==> src/rtl/seq_restoring_divider.sv <==
// Iterative unsigned restoring divider: one quotient bit per clock, fixed WIDTH-cycle latency.
// Results satisfy dividend == quotient*divisor + remainder; divisor==0 is flagged, not special-cased.
module seq_restoring_divider #(
  parameter int WIDTH = 64
) (
  input  logic             clk,
  input  logic             rst_n,
  input  logic             start,
  input  logic [WIDTH-1:0] dividend,
  input  logic [WIDTH-1:0] divisor,
  output logic             busy,
  output logic             done,
  output logic [WIDTH-1:0] quotient,
  output logic [WIDTH-1:0] remainder,
  output logic             div_by_zero
);

  // state    | meaning
  // S_IDLE   | waiting for start
  // S_RUN    | one restoring step per cycle, counter WIDTH-1 down to 0
  // S_FINISH | results just written, done high; start accepted here too
  typedef enum logic [1:0] {
    S_IDLE   = 2'd0,
    S_RUN    = 2'd1,
    S_FINISH = 2'd2
  } state_t;

  localparam int CW = $clog2(WIDTH);

  state_t           r_state;
  state_t           w_state_nx;
  logic [WIDTH-1:0] r_q;
  logic [WIDTH-1:0] r_d;
  logic [WIDTH:0]   r_r;
  logic [CW-1:0]    r_cnt;
  logic             r_dbz_pend;

  logic             w_accept;
  logic             w_last;
  logic [WIDTH:0]   w_r_sh;
  logic [WIDTH:0]   w_t;
  logic             w_fits;
  logic [WIDTH:0]   w_r_nx;
  logic [WIDTH-1:0] w_q_nx;

  assign w_accept = start && (r_state != S_RUN);
  assign w_last   = (r_state == S_RUN) && (r_cnt == '0);

  // Restoring step: trial-subtract the divisor, keep the difference only if non-negative.
  assign w_r_sh = {r_r[WIDTH-1:0], r_q[WIDTH-1]};
  assign w_t    = w_r_sh - {1'b0, r_d};
  assign w_fits = ~w_t[WIDTH];
  assign w_r_nx = w_fits ? w_t : w_r_sh;
  assign w_q_nx = {r_q[WIDTH-2:0], w_fits};

  always_ff @(posedge clk or negedge rst_n) begin
    if (!rst_n) r_state <= S_IDLE;
    else        r_state <= w_state_nx;
  end

  always_comb begin
    w_state_nx = r_state;
    case (r_state)
      S_IDLE:   if (start) w_state_nx = S_RUN;
      S_RUN:    if (w_last) w_state_nx = S_FINISH;
      S_FINISH: w_state_nx = start ? S_RUN : S_IDLE;
      default:  w_state_nx = S_IDLE;
    endcase
  end

  always_comb begin
    busy = (r_state == S_RUN);
    done = (r_state == S_FINISH);
  end

  always_ff @(posedge clk or negedge rst_n) begin
    if (!rst_n) begin
      r_q         <= '0;
      r_d         <= '0;
      r_r         <= '0;
      r_cnt       <= '0;
      r_dbz_pend  <= 1'b0;
      quotient    <= '0;
      remainder   <= '0;
      div_by_zero <= 1'b0;
    end else if (w_accept) begin
      r_q        <= dividend;
      r_d        <= divisor;
      r_r        <= '0;
      r_cnt      <= CW'(WIDTH - 1);
      r_dbz_pend <= (divisor == '0);
    end else if (r_state == S_RUN) begin
      r_q <= w_q_nx;
      r_r <= w_r_nx;
      if (w_last) begin
        // Publish the final step's values directly so results land on the same edge.
        quotient    <= w_q_nx;
        remainder   <= w_r_nx[WIDTH-1:0];
        div_by_zero <= r_dbz_pend;
      end else begin
        r_cnt <= r_cnt - 1'b1;
      end
    end
  end

endmodule
==> config.mk <==
export PLATFORM = sky130hd
export DESIGN_NAME = seq_restoring_divider
export DESIGN_NICKNAME = d
export VERILOG_FILES = /design/src/rtl/seq_restoring_divider.sv
export SDC_FILE = /design/constraint.sdc
export NUM_CORES = 1
export LEC_CHECK = 0
export BUFFER_PORTS_ARGS = -buffer_cell sky130_fd_sc_hd__buf_4
export CAP_MARGIN = 10
export CELL_PAD_IN_SITES_DETAIL_PLACEMENT = 1
export CELL_PAD_IN_SITES_GLOBAL_PLACEMENT = 1
export CORE_UTILIZATION = 30
export CTS_BUF_LIST = sky130_fd_sc_hd__clkbuf_4 sky130_fd_sc_hd__clkbuf_8 sky130_fd_sc_hd__clkbuf_16
export CTS_CLUSTER_DIAMETER = 200
export CTS_CLUSTER_SIZE = 8
export DETAILED_ROUTE_END_ITERATION = 16
export PLACE_DENSITY_LB_ADDON = 0.12
export SLEW_MARGIN = 40
export SYNTH_ARGS = -nofsm -noshare
export SYNTH_HDL_FRONTEND = slang
export SYNTH_SLANG_ARGS = --single-unit
==> constraint.sdc <==
create_clock -name clk -period 3.7 [get_ports clk]
set_input_delay 0.555 -clock clk [delete_from_list [all_inputs] [get_ports clk]]
set_output_delay 0.555 -clock clk [all_outputs]
set_load 0.01 [all_outputs]
==> metrics <==
run status completed; Synth Area in XOR/XNOR 2.81%; Int Pwr between 10 and 15 mW; Hold Path Depth 2; first-pass GRT wire length 93.5 mm; Simple-Gate Fraction of Synth Area 17.0%; synth top area cells dfrtp_1 (46%), nand2_1 (8.3%), o21ai_0 (6.2%), ha_1 (4.6%), mux2i_1 (4.4%); RSZ-0062 raised after global routing false; drt initial violations 691; vias per cell about 5; Crit. End Element flop; synthesized area 0.0178 mm^2; Final Hold Viols 0; synth-to-layout area growth 23.7%; WP buf/inv 1; period utilisation layout 94.2%; Antenna Diode Count 0; initial antenna violation count 0; Comb power frac 55.1%; Max clock buf depth 3; maximum vdd drop 0.338 mV; vias after detailed routing 15,000; Final min period 3.49 ns; Leakage Power 10.2 nW; pwr dens 968 mW/mm^2; port bufs 261; worst r2r path cells 13; H-tree Lvls 2; Clk pwr share 18.0%; largest family of logic cells by synthesized area simple AND/OR/NAND/NOR gates; Final Util 37.8%; count leader, synth nand2_1; die width ~250 um; wire per inst 19.7 um; I/O pin total 262; MaxCap Viol Count 0; CP max stage delay 0.41 ns; full die area 0.0602 mm^2; CTS tree yes; ys flop type dfrtp_1; setup repair bufs after CTS 0; Pwr Total 21.3 mW; drt drc 0; Worst-Skew Late Latency 0.58 ns; Num CTS Buffers 47; HP Class input pin to flop; post-synthesis adder-cell area fraction 4.69%; critical path class flop to flop; cell depth of the worst setup path 13; global placer's final weighted congestion 0.830; post-synthesis compound-gate area fraction 15.8%; GRT Total Usage 19.8%; Final nets 2,414; vias in the first global route 15,900; final WL roughly 59 mm; fmax 0.287 GHz; YS warnings 0; FP Rows 88; Syn Nets 2,168; Slew HR 45.2%; clk slew on worst S/H paths 0.05 ns; switching power total 9.59 mW; Post-synth EDFFs 0; Setup-failing EPs final 0; starting density of the core 30.6%; layout cells sized above 1 20.7%; Synth area leader dfrtp_1; top post-synthesis cells by count nand2_1 (392), dfrtp_1 (330), o21ai_0 (220), a21oi_1 (143), nor2_1 (98); Post-synth ARST share 100%; DRT antenna net count 0; worst-margin pin slew a little over 0.8 ns; Yosys cell types 76; DPL Wire Length 43.4 mm; Yosys reg bits 330; DRT Pass-1 Iters 5; Sw Share 45.1%; Seq/Total Area, Yosys a little under half; CP max FO 6; reg2reg setup slack 0.21 ns; multiplexer share of the synthesized area under 10%; Crit path max-delay family compound AO/OA/AOI/OAI gates; Critical Path Start Type flop; post-synth top area share 46.5%; cells after synthesis approximately 2,000; core region area ~0.058 mm^2; CP cell instances inv_1, ha_1, fa_1, nand2b_1, a21oi_2, o21bai_2, o311a_4, nor4b_4, o21ai_2, a21oi_4, or3_1, or3b_1, a31oi_1; Arr. time, crit path 3.98 ns; overflow left after global routing 0; Worst EP required 4.19 ns; Die Y-Extent 245 um; Clock Skews 0.0229 ns; CP max-delay cell fa_1; CTS root buffer clkbuf_16; clock tree sinks 330; Layout fillers 6,727; register share of total power between 20% and 30%; largest net degree at the start of global routing 124; Avg Inst Size Synth about 9 um^2; Max Slew Vio Count 0
==> power groups by stage <==
stage	logic, mW	clock network [mW]	registers (mW)
2_1_floorplan	8.07	0	5.56
5_1_grt	13.1	4.12	5.89
6_report	11.7	3.83	5.72
3_5_place_dp	11.6	0	5.78
4_1_cts	11.7	4.01	5.73
3_3_place_gp	11.5	0	5.73
==> sequential cells by signal (all words and copies together) (netlist names) <==
name         count
quotient        64
r_d             64
r_q             64
r_r             64
remainder       64
r_cnt            6
r_state          2
div_by_zero      1
r_dbz_pend       1
==> worst reg2reg max path: cells and delay by family (launching register included) <==
kind                       cells  cell delay (ns)
AOI/OAI and AO/OA              6             1.30
adders and majority gates      2             0.63
buffers and inverters          1             0.05
DFF                            1             0.35
and+or+nand+nor                4             1.08
==> metal layers <==
metal | vias up | global-route usage, % | part of all wire (%)
met4 | 0 | 4.66 | 1.8
met5 | - | 0 | 0
li1 | 7316 | - | -
met1 | 7403 | 28.6 | 49
met3 | 66 | 2.91 | 3.7
met2 | 255 | 30.9 | 45
==> through the flow <==
step                      hold slack, ns  area, um^2  TNS, ns  setup WS (ns)  instances
after detailed placement           0.463       20700   -0.120        -0.0780       2932
after global placement             0.460       20700        0         0.0950       2932
after floorplan                    0.259       17800        0          0.635       1971
after global routing               0.192       22000        0        0.00909       2983
after CTS                          0.172       21900        0         0.0738       2983
final                              0.213       22000        0          0.213       2983
==> worst paths after layout <==
kind,from,end
min in group asynchronous,rst_n,quotient[47]
max,r_q[63],remainder[54]
max in group asynchronous,rst_n,remainder[46]
max reg2reg,r_q[63],remainder[54]
min,divisor[58],r_d[58]
min reg2reg,quotient[31],quotient[31]
==> cells by family after synthesis <==
logic type | after synthesis
AND/OR/NAND/NOR | 685
AO/OA/AOI/OAI | 490
flip-flops | 330
buffers and inverters | 201
multiplexers | 142
adder cells (fa/ha/maj) | 66
XOR/XNOR | 57
==> cell type report <==
cell class | instances | area, um^2 | area share [%]
Timing Repair Buffer | 315 | 2480 | 11.3
Clock inverter | 3 | 41.3 | 0.188
Multi-Input combinational cell | 1440 | 8740 | 39.8
Clock buffer | 47 | 1180 | 5.35
Sequential cell | 330 | 8260 | 37.6
Inverter | 83 | 317 | 1.44
Tap cell | 765 | 957 | 4.36
==> repair_timing <==
| action | CTS | global route |
|---|---|---|
| gates cloned | 0 | 0 |
| setup endpoints to repair | 2 | 39 |
| gates resized for setup | 1 | 7 |
| pin swaps | 0 | 2 |
| hold buffers | 1 | 0 |
| endpoints found under the hold margin | 65 | 0 |
==> placed cells by master (no fill, tap or decap), types with 16 or more instances in the layout <==
cell and n:
xor2_1 27, xnor2_1 30, dfrtp_1 330, a21o_1 17, o21ai_0 220, nor2_1 98
nand3_1 70, clkbuf_16 47, nand4_1 26, buf_4 303, nor4_1 23, and3_1 16
mux2i_1 78, a21oi_1 141, mux2_2 64, nand2_1 390, a31oi_1 19, inv_1 80
ha_1 64
(Power assumes the default switching activity.)
